[src/rtl/draw_score_pkg.sv]
// rtl/draw_score_pkg.sv - shared constants and BCD helpers for the score overlay
package draw_score_pkg;

  localparam int CELL_W = 16;
  localparam int CELL_H = 32;
  localparam int DIGITS = 4;
  localparam int BOX_W  = CELL_W * DIGITS;
  localparam int BOX_H  = CELL_H;
  localparam int BCD_W  = 4;

  localparam logic [11:0] COLOR_BLACK = 12'h000;
  localparam logic [11:0] COLOR_WHITE = 12'hfff;

  function automatic logic [DIGITS*BCD_W-1:0] to_bcd(input int n);
    return {4'((n / 1000) % 10), 4'((n / 100) % 10), 4'((n / 10) % 10), 4'(n % 10)};
  endfunction

  // Decimal +1 with carry ripple; holds once the saturation value is reached.
  function automatic logic [DIGITS*BCD_W-1:0] bcd_inc(input logic [DIGITS*BCD_W-1:0] v,
                                                      input logic [DIGITS*BCD_W-1:0] max_bcd);
    logic [DIGITS*BCD_W-1:0] r;
    logic                    carry;
    r     = v;
    carry = (v != max_bcd);
    for (int i = 0; i < DIGITS; i++) begin
      if (carry) begin
        if (r[i*BCD_W +: BCD_W] == 4'd9) begin
          r[i*BCD_W +: BCD_W] = '0;
        end else begin
          r[i*BCD_W +: BCD_W] = r[i*BCD_W +: BCD_W] + 4'd1;
          carry = 1'b0;
        end
      end
    end
    return r;
  endfunction

endpackage

[src/rtl/score_digit_rom.sv]
// rtl/score_digit_rom.sv - 8x16 glyph rows for decimal digits 0-9
module score_digit_rom (
  input  logic [3:0] digit,
  input  logic [3:0] row,
  output logic [7:0] row_bits
);

  logic [127:0] glyph;

  // Each constant is 16 row bytes, row 0 in the top byte, bit 7 leftmost.
  always_comb begin
    case (digit)
      4'd0:    glyph = 128'h00007CC6C6CEDEF6E6C6C6C67C000000;
      4'd1:    glyph = 128'h0000183878181818181818187E000000;
      4'd2:    glyph = 128'h00007CC6060C183060C0C0C6FE000000;
      4'd3:    glyph = 128'h00007CC606063C0606060606C67C0000;
      4'd4:    glyph = 128'h00000C1C3C6CCCFE0C0C0C0C1E000000;
      4'd5:    glyph = 128'h0000FEC0C0C0FC0606060606C67C0000;
      4'd6:    glyph = 128'h00003860C0C0FCC6C6C6C6C67C000000;
      4'd7:    glyph = 128'h0000FEC606060C183030303030000000;
      4'd8:    glyph = 128'h00007CC6C6C67CC6C6C6C6C67C000000;
      4'd9:    glyph = 128'h00007CC6C6C67E0606060606C0C78000;
      default: glyph = '0;
    endcase
    row_bits = glyph[{4'd15 - row, 3'b000} +: 8];
  end

endmodule

[src/rtl/draw_score.sv]
// rtl/draw_score.sv - BCD score counter and 2-cycle glyph overlay on the VGA stream
module draw_score
  import draw_score_pkg::*;
#(
  parameter int          SCORE_X_POS = 16,
  parameter int          SCORE_Y_POS = 16,
  parameter logic [11:0] DIGIT_COLOR = COLOR_WHITE,
  parameter int          SCORE_MAX   = 9999
) (
  input  logic        pclk,
  input  logic        rst,
  input  logic [10:0] hcount_in,
  input  logic        hsync_in,
  input  logic        hblnk_in,
  input  logic [10:0] vcount_in,
  input  logic        vsync_in,
  input  logic        vblnk_in,
  input  logic [11:0] rgb_in,
  input  logic        food_eaten,
  input  logic        new_game,
  output logic [10:0] hcount_out,
  output logic        hsync_out,
  output logic        hblnk_out,
  output logic [10:0] vcount_out,
  output logic        vsync_out,
  output logic        vblnk_out,
  output logic [11:0] rgb_out,
  output logic [15:0] score_bcd
);

  localparam logic [15:0] MAX_BCD = to_bcd(SCORE_MAX);
  localparam logic [10:0] X0 = 11'(SCORE_X_POS);
  localparam logic [10:0] X1 = 11'(SCORE_X_POS + BOX_W);
  localparam logic [10:0] Y0 = 11'(SCORE_Y_POS);
  localparam logic [10:0] Y1 = 11'(SCORE_Y_POS + BOX_H);

  logic [15:0] shown_bcd;
  logic        vsync_prev;

  always_ff @(posedge pclk) begin
    if (rst) begin
      score_bcd  <= '0;
      shown_bcd  <= '0;
      vsync_prev <= 1'b0;
    end else begin
      vsync_prev <= vsync_in;
      // Latch only at frame start so a score change never tears mid-frame.
      if (vsync_in && !vsync_prev) shown_bcd <= score_bcd;
      if (new_game)        score_bcd <= '0;
      else if (food_eaten) score_bcd <= bcd_inc(score_bcd, MAX_BCD);
    end
  end

  logic       in_box;
  logic [1:0] digit_idx;
  logic [2:0] col;
  logic [3:0] row;
  logic [3:0] digit_val;
  logic [3:0] lead;
  logic       digit_vis;
  logic [7:0] rom_bits;

  always_comb begin
    in_box    = (hcount_in >= X0) && (hcount_in < X1) && (vcount_in >= Y0) && (vcount_in < Y1);
    digit_idx = '0;
    col       = '0;
    row       = '0;
    if (in_box) begin
      digit_idx = 2'((hcount_in - X0) >> 4);
      col       = 3'((hcount_in - X0) >> 1);
      row       = 4'((vcount_in - Y0) >> 1);
    end
    // lead[i]: some digit at or left of cell i is non-zero; units always drawn.
    lead[0] = (shown_bcd[15:12] != 4'd0);
    lead[1] = lead[0] || (shown_bcd[11:8] != 4'd0);
    lead[2] = lead[1] || (shown_bcd[7:4] != 4'd0);
    lead[3] = 1'b1;
    digit_vis = lead[digit_idx];
    case (digit_idx)
      2'd0:    digit_val = shown_bcd[15:12];
      2'd1:    digit_val = shown_bcd[11:8];
      2'd2:    digit_val = shown_bcd[7:4];
      default: digit_val = shown_bcd[3:0];
    endcase
  end

  score_digit_rom u_rom (
    .digit    (digit_val),
    .row      (row),
    .row_bits (rom_bits)
  );

  logic [10:0] hcount_s1, vcount_s1;
  logic        hsync_s1, hblnk_s1, vsync_s1, vblnk_s1;
  logic [11:0] rgb_s1;
  logic        in_box_s1, vis_s1;
  logic [2:0]  col_s1;
  logic [7:0]  glyph_s1;

  always_ff @(posedge pclk) begin
    if (rst) begin
      hcount_s1  <= '0;
      hsync_s1   <= 1'b0;
      hblnk_s1   <= 1'b0;
      vcount_s1  <= '0;
      vsync_s1   <= 1'b0;
      vblnk_s1   <= 1'b0;
      rgb_s1     <= '0;
      in_box_s1  <= 1'b0;
      vis_s1     <= 1'b0;
      col_s1     <= '0;
      glyph_s1   <= '0;
      hcount_out <= '0;
      hsync_out  <= 1'b0;
      hblnk_out  <= 1'b0;
      vcount_out <= '0;
      vsync_out  <= 1'b0;
      vblnk_out  <= 1'b0;
      rgb_out    <= '0;
    end else begin
      hcount_s1  <= hcount_in;
      hsync_s1   <= hsync_in;
      hblnk_s1   <= hblnk_in;
      vcount_s1  <= vcount_in;
      vsync_s1   <= vsync_in;
      vblnk_s1   <= vblnk_in;
      rgb_s1     <= rgb_in;
      in_box_s1  <= in_box;
      vis_s1     <= digit_vis;
      col_s1     <= col;
      glyph_s1   <= rom_bits;
      hcount_out <= hcount_s1;
      hsync_out  <= hsync_s1;
      hblnk_out  <= hblnk_s1;
      vcount_out <= vcount_s1;
      vsync_out  <= vsync_s1;
      vblnk_out  <= vblnk_s1;
      if (hblnk_s1 || vblnk_s1)
        rgb_out <= COLOR_BLACK;
      else if (in_box_s1 && vis_s1 && glyph_s1[3'd7 - col_s1])
        rgb_out <= DIGIT_COLOR;
      else
        rgb_out <= rgb_s1;
    end
  end

endmodule

[config.mk]
export PLATFORM = sky130hd
export DESIGN_NAME = draw_score
export DESIGN_NICKNAME = d
export VERILOG_FILES = /design/src/rtl/draw_score_pkg.sv /design/src/rtl/score_digit_rom.sv /design/src/rtl/draw_score.sv
export SDC_FILE = /design/constraint.sdc
export NUM_CORES = 1
export LEC_CHECK = 0
export CORE_MARGIN = 2
export CORE_UTILIZATION = 57
export DETAILED_ROUTE_END_ITERATION = 10
export GPL_TIMING_DRIVEN = 0
export HOLD_SLACK_MARGIN = 0.15
export PLACE_DENSITY_LB_ADDON = 0.3
export SYNTH_ARGS = -nofsm -noshare
export SYNTH_HDL_FRONTEND = slang
export SYNTH_SLANG_ARGS = --single-unit
[constraint.sdc]
create_clock -name pclk -period 5.85 [get_ports pclk]
set_input_delay 1.17 -clock pclk [delete_from_list [all_inputs] [get_ports pclk]]
set_output_delay 1.17 -clock pclk [all_outputs]
set_load 0.05 [all_outputs]
# == Word-level counts from Yosys, hierarchy flattened ==
# Memory sizes are Yosys's and may differ from the RTL's.
# Index checks and enable logic that the tools add are counted.
# totals
regBits,121
mem_bits_ro,1376
input_bits,42
out_inout_bits,54
word_cells,95
memories,1
# classes
addsub,8
magnitude_cmp,6
eq_ne,7
shifts,1
mux,27
bitwise,1
reduce_logical,21
# mem_list
name,words,word_bits,read_ports,rd_clocked_by_memory_dff,write_ports,line,source
(name not given),16,86,1,0,0,score_digit_rom.sv:12,case (digit)
# op_table
op,count
variable part select 128 x 8 -> 8 bit,1
"greater-or-equal comparator 11 x 5 -> 1 bit, second input constant",2
two-way mux 4 bit,5
two-way mux 1 bit,17
"adder 4 x 1 -> 4 bit, second input constant",4
"equality test 4 bit, second input constant",4
"!= test 16 bit, second input constant",1
two-way mux 12 bit,1
one-hot mux 4 bit (3 select lines),1
nonzero test 4 bit,3
"less-than comparator 11 x 6 -> 1 bit, second input constant",1
"less-than comparator 11 x 7 -> 1 bit, second input constant",1
AND reduction 2 bit,4
logical AND 1 bit,6
OR reduction 2 bit,3
"subtractor 6 x 5 -> 6 bit, second input constant",1
"subtractor 5 bit, second input constant",1
"less-than comparator 3 x 4 -> 1 bit, second input constant",1
"subtractor 4 bit, first input constant",1
binary-select mux 1 bit (select 3 bit),1
logical OR 1 bit,3
"less-than comparator 2 x 3 -> 1 bit, second input constant",1
"subtractor 3 bit, first input constant",1
binary-select mux 1 bit (select 2 bit),1
other kinds (6),6

# == Longest topological paths before layout ==
# Gate-level depths: netlist of the first run.
# logic_depth
depth_word,15
ltp_mapped,14
mapped_depth_nobuf,13

# == Modules after synthesis ==
# Synthesis of the first run repeated with hierarchy kept, for this count alone.
# unflattened
cells_unflattened,615
area_unflattened_um2,5472.7
# modules_own_cells
module,instances,cells_each,area_each_um2,seq_area_each_um2
draw_score,1,411,4131.5,2422.3
score_digit_rom,1,204,1341.3,0.0

# == Worst setup path before layout of the first run ==
# No wires, ideal clock.
# synth_timing
kind,in2reg
from,input port hcount_in[7]
to,register glyph_s1[1]
setup_time_ns,0.086
t_arrival_ns,4.288
t_required_ns,5.764
slack_ns,1.475
cell_stages,13
n_path_buf,2
path_cell_list,or4_4 > or3_1 > buf_6 > o41ai_1 > nand2_1 > inv_1 > buf_4 > ha_1 > a21boi_0 > o21ai_0 > a31oi_1 > o21ai_1 > a221oi_2
# synth_between
elab_chain_len,9
elab_cells_between_ends,14
classes_between,add/sub (1); order compare (2); eq/ne (2); shift (1); mux (3); reduce/logical (4); memory (1)
# synth_rtl
item,line,source
"start, declared",draw_score.sv:12,"input logic [10:0] hcount_in,"
greater-or-equal comparator 11 x 5 -> 1 bit / less-than comparator 11 x 7 -> 1 bit (equally long branches),draw_score.sv:64,in_box = (hcount_in >= X0) && (hcount_in < X1) && (vcount_in >= Y0) && (vcount_in < Y1);
logical AND 1 bit * (3 in series),draw_score.sv:64,
two-way mux 2 bit,draw_score.sv:68,if (in_box) begin
equality test 2 bit (tied with other cells),draw_score.sv:79,case (digit_idx)
one-hot mux 4 bit (3 select lines),draw_score.sv:79,
memory read (16 x 86 bit),n/a,
variable part select 128 x 8 -> 8 bit *,score_digit_rom.sv:25,"row_bits = glyph[{4'd15 - row, 3'b000} +: 8];"
"end signal, assigned",draw_score.sv:131,glyph_s1 <= rom_bits;
"end, declared",draw_score.sv:98,logic [7:0] glyph_s1;
# Every way passes the cells marked *; elsewhere a longest branch is shown, timed or not.
# A chain may end at the register's enable or synchronous reset.

# == Final worst setup path of the first run ==
# layout_timing
from,input port hcount_in[5]
to,register glyph_s1[1]
# layout_between
elab_chain_len,9
elab_cells_between_ends,15
classes_between,add/sub (2); order compare (2); eq/ne (2); shift (1); mux (3); reduce/logical (4); memory (1)
# layout_rtl
item,line
greater-or-equal comparator 11 x 5 -> 1 bit / less-than comparator 11 x 7 -> 1 bit (equally long branches),draw_score.sv:64
logical AND 1 bit (3 in series),draw_score.sv:64
two-way mux 2 bit,draw_score.sv:68
equality test 2 bit (tied with other cells),draw_score.sv:79
one-hot mux 4 bit (3 select lines),draw_score.sv:79
memory read (16 x 86 bit),n/a
variable part select 128 x 8 -> 8 bit *,score_digit_rom.sv:25
# Marks and branches as above.

==> impl_results.md, run 1 <==
* Post-CTS Setup Bufs at 0
* CP cell instances: clkdlybuf4s50_1 -> inv_1 -> ha_1 -> a2111oi_2 -> o41ai_1 -> nand2_1 -> clkbuf_1 -> ha_1 -> a21boi_0 -> o21ai_0 -> a31oi_1 -> o21ai_1 -> a221oi_2
* Area Overhead vs Synth at 30.8%
* Final GP Congestion at between 1 and 1.5
* Post-Syn Area at ~5500 sq um
* Tcrit/Tclk final at 95.8%
* Total track usage at between 30% and 40%
* Register area share after synthesis at 44.2%
* # fillers at roughly 580
* Yosys reg bits at ~120
* Clock latency on the worst-skew pair at ~0.51 ns
* WHS Endpoint: hcount_out[0]$_SDFF_PP0_
* Diode count at 0
* Worst slew pin tran at around 1.1 ns
* M1 WL at about 7300 um
* Outcome: completed
* Clk buf depth at 2
* Crit path top cell by count: ha_1
* CTS tree: built
* R2r endpoint: glyph_s1[1]$_SDFF_PP0_
* Clock Skew at between 0.01 and 0.015 ns
* Synth Instances at 621
* Synthesized area per cell at 8.82 sq um
* Max Fclk at 0.178 GHz
* Delay-heaviest family, CP: compound AO/OA/AOI/OAI gates
* CTS H-tree depth at 4
* GRT overflow at 0
* Die Y at ~100 um
* RSZ-0062 raised after global routing: no
* Core Region at 9280 sq um
* Slew Viols, Final at 0
* Worst reg2reg path depth at 11
* Final Hold Viols at 0
* Die W at 102 um
* Global-route wire length before repair at 28900 um
* Port Buf Inserts at 93
* Initial antenna violation count at 0
* Residual DRC count at 0
* CTS sink count at about 120
* Fin crit period at 5.61 ns
* Initial Util at about three fifths
* Top routing layer used: met4
* Ports at between 90 and 100
* Remaining antenna violation count at 0
* Post-synthesis cell type count at between 60 and 70
* Pleak at 2.56 nW
* Die area at 10400 sq um
* Worst EP arrival at about 6 ns
* Req. time, crit path at around 6.3 ns
* Most common cell after layout, fill and taps aside: dfxtp_1
* Critical Path End Type: register
* Fin Hold WS at 0.433 ns
* Setup CP Type: primary input to register
* VDD IR-drop max at between 0.15 and 0.2 mV
* WL met3 at slightly above 2000 um
* Initial DRC Count at between 500 and 600
* Routed WL at approximately 19000 um
* Dpl hpwl at 12600 um
* Smallest setup slack after layout at 0.245 ns
* Nets at 780
* Vias at around 5500
* Power per cell area at 292 nW/um^2
* Critical path's slowest cell: a2111oi_2
* Yosys warnings at 0
* Wire per inst at 21.5 um
* Flop2flop setup slack at between 2 and 2.5 ns
* Hold Path Cell Cnt at 1
* Setup tns final at 0 ns
* Largest area contributor in the netlist: dfxtp_1
* Area share of the largest cell type after synthesis at between 40 and 50%
* Syn Nets at between 600 and 700
* # rows at 35
* Rel. slew slack at 27.7%
* Worst min-delay path class: register to register
* Placement Setup Slack at between 0.02 and 0.03 ns
* Fraction of layout cells with a size suffix above 1 at between 8 and 9%
* Min-Delay Startpoint: hcount_s1[0]$_SDFF_PP0_
* Critical Path Start Type: primary input
* Prevailing post-synth register cell: dfxtp_1
* Crit path buf inv count at 3
* # hold bufs at CTS at 0
* Crit path largest cell delay at roughly 0.91 ns
* TritonRoute pass-1 iters at 5
* Synth async-reset ratio at 0%
* Largest net degree at the start of global routing at 17
* Vias per cell at 6.28
* Clock-pin slew on the worst setup and hold paths at approximately 0.06 ns
* CTS Root Buffer Type: clkbuf_8
* CTS Buf Count at 17
* Setup violators final at 0
* Max-Cap Viols at 0
* RR Startpoint: shown_bcd[5]$_SDFFE_PP0P_
* Post-cts gate resize count at 0
* Vias in the first global route at 5401
* Worst-path maximum fanout at 11
* EDFF count, synth at 0
* Met2 wire length at roughly 8600 um
* Top cells by area, synth: dfxtp_1, nor2b_1, a21oi_1
* Commonest cells after routing, fill and taps aside: dfxtp_1, clkdlybuf4s50_1, nor2b_1, nand2_1, a21oi_1
worst max-delay path by stage:
| stage | startpoint | end | slack, ns | cells after the start |
|---|---|---|---|---|
| 2_1_floorplan | hcount_in[7] | glyph_s1[1]$_SDFF_PP0_ | 1.48 | 13 |
| 3_3_place_gp | hcount_in[1] | glyph_s1[1]$_SDFF_PP0_ | -0.04 | 13 |
| 3_5_place_dp | hcount_in[5] | glyph_s1[1]$_SDFF_PP0_ | 0.03 | 13 |
| 4_1_cts | hcount_in[5] | glyph_s1[1]$_SDFF_PP0_ | 0.55 | 13 |
| 5_1_grt | hcount_in[5] | glyph_s1[1]$_SDFF_PP0_ | 0.13 | 13 |
| 6_report | hcount_in[5] | glyph_s1[1]$_SDFF_PP0_ | 0.24 | 13 |
flip-flops by register name (all words and copies together) (netlist names):
| signal | cells |
|---|---|
| hcount_out | 11 |
| rgb_out | 12 |
| hblnk_s1 | 1 |
| hsync_out | 1 |
| vsync_out | 1 |
| vblnk_s1 | 1 |
| vis_s1 | 1 |
| vcount_s1 | 11 |
| glyph_s1 | 8 |
| vblnk_out | 1 |
| vsync_s1 | 1 |
| score_bcd | 16 |
| hsync_s1 | 1 |
| vcount_out | 11 |
| in_box_s1 | 1 |
| hblnk_out | 1 |
| shown_bcd | 16 |
| rgb_s1 | 12 |
| col_s1 | 3 |
| hcount_s1 | 11 |
kinds of logic (layout without fill, tap and decap cells):
| family | after synthesis | count (layout) | share of synthesized area, % |
|---|---|---|---|
| adder cells (fa/ha/maj) | 5 | 5 | 1.14 |
| flip-flops | 121 | 121 | 44.2 |
| AND/OR/NAND/NOR | 253 | 253 | 24.7 |
| XOR/XNOR | 10 | 10 | 1.60 |
| multiplexers | 11 | 11 | 2.58 |
| AO/OA/AOI/OAI | 165 | 165 | 20.8 |
| buffers and inverters | 56 | 181 | 4.93 |
through the flow:
stage                     utilization (%)  total power, mW  area (sq um)  instances
after floorplan                         -            0.958          5480        621
after global placement               70.8             1.02          6570        843
after global routing                 77.2             2.14          7160        875
final                                77.2             2.09          7160        875
after CTS                            77.2             2.08          7160        875
after detailed placement             70.8             1.03          6570        843
worst register-to-register path, delay by kind of cell, from the launching register on:
family,cells,cell delay [ns]
AOI/OAI and AO/OA,6,1.68
adders and majority gates,1,0.42
buffers and inverters,1,0.55
DFF,1,0.36
muxes,1,0.16
and+or+nand+nor,2,0.48
routing by layer:
metal,vias to the layer above,GRT usage [%]
met2,388,59.1
met4,0,19.6
met1,2555,44.5
li1,2453,-
met3,96,11.1
met5,-,0
layout make-up:
class	instances	area (sq um)	area share (%)
timing repair buffer	93	931	13.0
clock inverter	15	179	2.50
buffer	45	229	3.20
multi-input combinational	444	2790	38.9
clock buffer	17	414	5.78
inverter	11	41.3	0.576
sequential	121	2420	33.8
tap	129	161	2.25
cells in the mapped netlist, types with 6 or more instances:
master and n:
xor2_1 6, nor3_1 16, nand2_1 56, nor2b_1 70, a221oi_1 7, nor2_1 38
clkbuf_1 28, a21oi_1 46, nand3_1 19, or3_1 7, a31oi_1 10, nor4_1 8
inv_1 11, o21ai_1 8, o21ai_0 22, nand4_1 10, dfxtp_1 121, o21a_1 14
o211ai_1 9
power by group:
| part | total, mW | leakage [nW] | internal [mW] | switching (mW) |
|---|---|---|---|---|
| logic | 0.158 | 1.28 | 0.0617 | 0.0963 |
| clock network | 1.07 | 0.297 | 0.627 | 0.447 |
| registers | 0.858 | 0.991 | 0.848 | 0.00924 |
(Power assumes the default switching activity.)
==> inputs of run 2 (changes only) <==
--- a/config.mk
+++ b/config.mk
@@ -9,8 +9,9 @@
 export CORE_UTILIZATION = 57
 export DETAILED_ROUTE_END_ITERATION = 10
 export GPL_TIMING_DRIVEN = 0
-export HOLD_SLACK_MARGIN = 0.15
+export HOLD_SLACK_MARGIN = 0.08
 export PLACE_DENSITY_LB_ADDON = 0.3
+export RECOVER_POWER = 25
 export SYNTH_ARGS = -nofsm -noshare
 export SYNTH_HDL_FRONTEND = slang
 export SYNTH_SLANG_ARGS = --single-unit
==> results of run 2 <==
Same layout as run 1: the final DEF is identical, and so are final timing and power.
==> inputs of run 3 (changes only) <==
--- a/config.mk
+++ b/config.mk
@@ -5,6 +5,7 @@
 export SDC_FILE = /design/constraint.sdc
 export NUM_CORES = 1
 export LEC_CHECK = 0
+export CAP_MARGIN = 20
 export CORE_MARGIN = 2
 export CORE_UTILIZATION = 57
 export DETAILED_ROUTE_END_ITERATION = 10
@@ -12,6 +13,7 @@
 export HOLD_SLACK_MARGIN = 0.08
 export PLACE_DENSITY_LB_ADDON = 0.3
 export RECOVER_POWER = 25
+export REMOVE_ABC_BUFFERS = 1
 export SYNTH_ARGS = -nofsm -noshare
 export SYNTH_HDL_FRONTEND = slang
 export SYNTH_SLANG_ARGS = --single-unit
==> run 3 against run 2 <==
Effect of this change:
- the flow now finishes with violations (max-capacitance violations, max-slew violations)
- hold slack got worse by 0.0068 ns
- largest power group unchanged
- register-to-register slack improved by 0.02 ns
- combinational power decreased by 4%
- flip-flop and latch count unchanged
- largest cell class unchanged
- wire length decreased by 13%
- die area unchanged
==> impl_results.md, run 3 (synthesized netlist as in run 1, its figures left out) <==
* Pleak at between 2 and 2.5 nW
* Setup tns final at 0 ns
* VDD IR-drop max at between 0.15 and 0.2 mV
* Fraction of layout cells with a size suffix above 1 at under 10%
* Finished Core Util at roughly three quarters
* Port Buf Inserts at 95
* RR Startpoint: shown_bcd[0]$_SDFFE_PP0P_
* Area Overhead vs Synth at 27.5%
* Final Hold Viols at 0
* CTS Root Buffer Type: clkbuf_8
* Vias in the first global route at ~5000
* Clock Skew at ~0.015 ns
* Clk buf depth at 2
* Critical Path Start Type: primary input
* Vias at 5151
* Die Y at ~100 um
* Rel. slew slack at -165%
* Residual DRC count at 0
* Fin Hold WS at roughly 0.43 ns
* # rows at 35
* Req. time, crit path at approximately 6.2 ns
* Clock-pin slew on the worst setup and hold paths at ~0.06 ns
* Tot Pwr at 2.01 mW
* Initial antenna violation count at 0
* Worst EP arrival at a little under 6 ns
* Tcrit/Tclk final at a little over nine tenths
* Die W at about 100 um
* Setup CP Type: primary input to register
* Commonest cells after routing, fill and taps aside: dfxtp_1, clkdlybuf4s50_1, nor2b_1, nand2_1, a21oi_1
* CP cell instances: clkdlybuf4s50_1 -> nor4_1 -> a2111oi_2 -> o41ai_1 -> nand2_1 -> inv_1 -> ha_1 -> a21boi_0 -> a21oi_1 -> o211ai_1 -> nand3_1 -> a221oi_1
* Initial DRC Count at 685
* Largest net degree at the start of global routing at between 90 and 100
* Slew Viols, Final at approximately 90
* # placed instances at about 800
* Worst slew pin tran at 3.97 ns
* Global-route wire length before repair at ~26000 um
* Diode count at 0
* Max-Cap Viols at 1
* Flop2flop setup slack at around 2.1 ns
* Critical Path End Type: register
* Setup violators final at 0
* Biggest regs: score_bcd: 16 flops, shown_bcd: 16 flops
* Failing checks: max-capacitance violations, max-slew violations
* Dpl hpwl at just over 10000 um
* Critical path's slowest cell: nor4_1
* Remaining antenna violation count at 0
* Ports at 96
* Routed WL at 16400 um
* # hold bufs at CTS at 0
* Initial Util at between 50% and 60%
* R2r endpoint: glyph_s1[7]$_SDFF_PP0_
* RSZ-0062 raised after global routing: no
* TritonRoute pass-1 iters at 7
* CTS sink count at around 120
* Critical path endpoint: glyph_s1[7]$_SDFF_PP0_
* Power per cell area at just under 300 nW/um^2
* Post-cts gate resize count at 0
* Crit path largest cell delay at 0.73 ns
* Worst-path maximum fanout at 16
* Worst reg2reg path depth at 11
* Nets at 740
* Die area at about 10000 sq um
* Non-filler instance count after layout at 835
* # fillers at approximately 630
* Wire per inst at around 20 um
* Final GP Congestion at approximately 0.98
* Total track usage at roughly 32%
* Crit path launch: hcount_in[1]
* Worst min-delay path class: register to register
* Clock latency on the worst-skew pair at roughly 0.52 ns
* Max Fclk at 0.179 GHz
* CTS H-tree depth at 4
* Vias per cell at approximately 6.2
* Post-CTS Setup Bufs at 0
* GRT overflow at 0
* Outcome: complete, but fails checks
* CTS Buf Count at 17
* Hold Path Cell Cnt at 1
* Core Region at between 9000 and 10000 sq um
* CTS tree: built
* Fin crit period at roughly 5.6 ns
* Most common cell after layout, fill and taps aside: dfxtp_1
-- run 3: cell types whose count changed in the layout (fill, tap and decap cells not counted) --
cell             before  now
buf_6                 5    0
buf_1                 4    0
clkinvlp_4            0    3
bufinv_16             2    1
buf_16                0    2
buf_2                 3    1
clkinv_2              2    1
buf_4                 5    0
clkbuf_1             28    1
inv_8                 5    3
clkdlybuf4s50_1      93   94
inv_6                 5    6
-- run 3: layout make-up --
class,count,area (sq um),share of cell area [%]
Clock inverter,15,153,2.19
Inverter,11,41.3,0.591
Multi-Input combinational cell,444,2790,39.9
Clock buffer,17,414,5.93
Timing Repair Buffer,98,1000,14.4
Tap cell,129,161,2.31
Sequential cell,121,2420,34.7
-- run 3: through the flow --
step                      setup WS, ns  area [sq um]
final                            0.270          6980
after global routing            0.0320          6980
after CTS                        0.481          6930
after detailed placement       -0.0380          6360
after global placement        -0.00602          6360
after floorplan                   1.40          5250
-- run 3: worst min path at each step --
stage | from | to | slack, ns
after floorplan | hcount_s1[0]$_SDFF_PP0_ | hcount_out[0]$_SDFF_PP0_ | 0.41
after global placement | hcount_s1[2]$_SDFF_PP0_ | hcount_out[2]$_SDFF_PP0_ | 0.41
after detailed placement | hcount_s1[8]$_SDFF_PP0_ | hcount_out[8]$_SDFF_PP0_ | 0.42
after CTS | hcount_s1[8]$_SDFF_PP0_ | hcount_out[8]$_SDFF_PP0_ | 0.43
after global routing | hcount_s1[0]$_SDFF_PP0_ | hcount_out[0]$_SDFF_PP0_ | 0.45
final | hcount_s1[8]$_SDFF_PP0_ | hcount_out[8]$_SDFF_PP0_ | 0.43
-- run 3: metal layers --
metal  track usage, %  vias up  wire length, um
li1                 -     2381                -
met1             39.4     2404             6570
met2             53.8      318             7780
met3             8.14       48             1440
met4             12.9        0              562
met5                0        -                0
-- run 3: report_power, final --
part	leakage, nW	internal (mW)	switching [mW]
sequential	0.991	0.849	0.00803
combinational	1.21	0.0610	0.0899
clock	0.272	0.579	0.426
-- run 3: critical path: cells and delay by family --
| kind | cells | cell delay, ns |
|---|---|---|
| AOI/OAI and AO/OA | 6 | 2.19 |
| adders and majority gates | 1 | 0.41 |
| buffers and inverters | 2 | 0.98 |
| and+or+nand+nor | 3 | 1.15 |
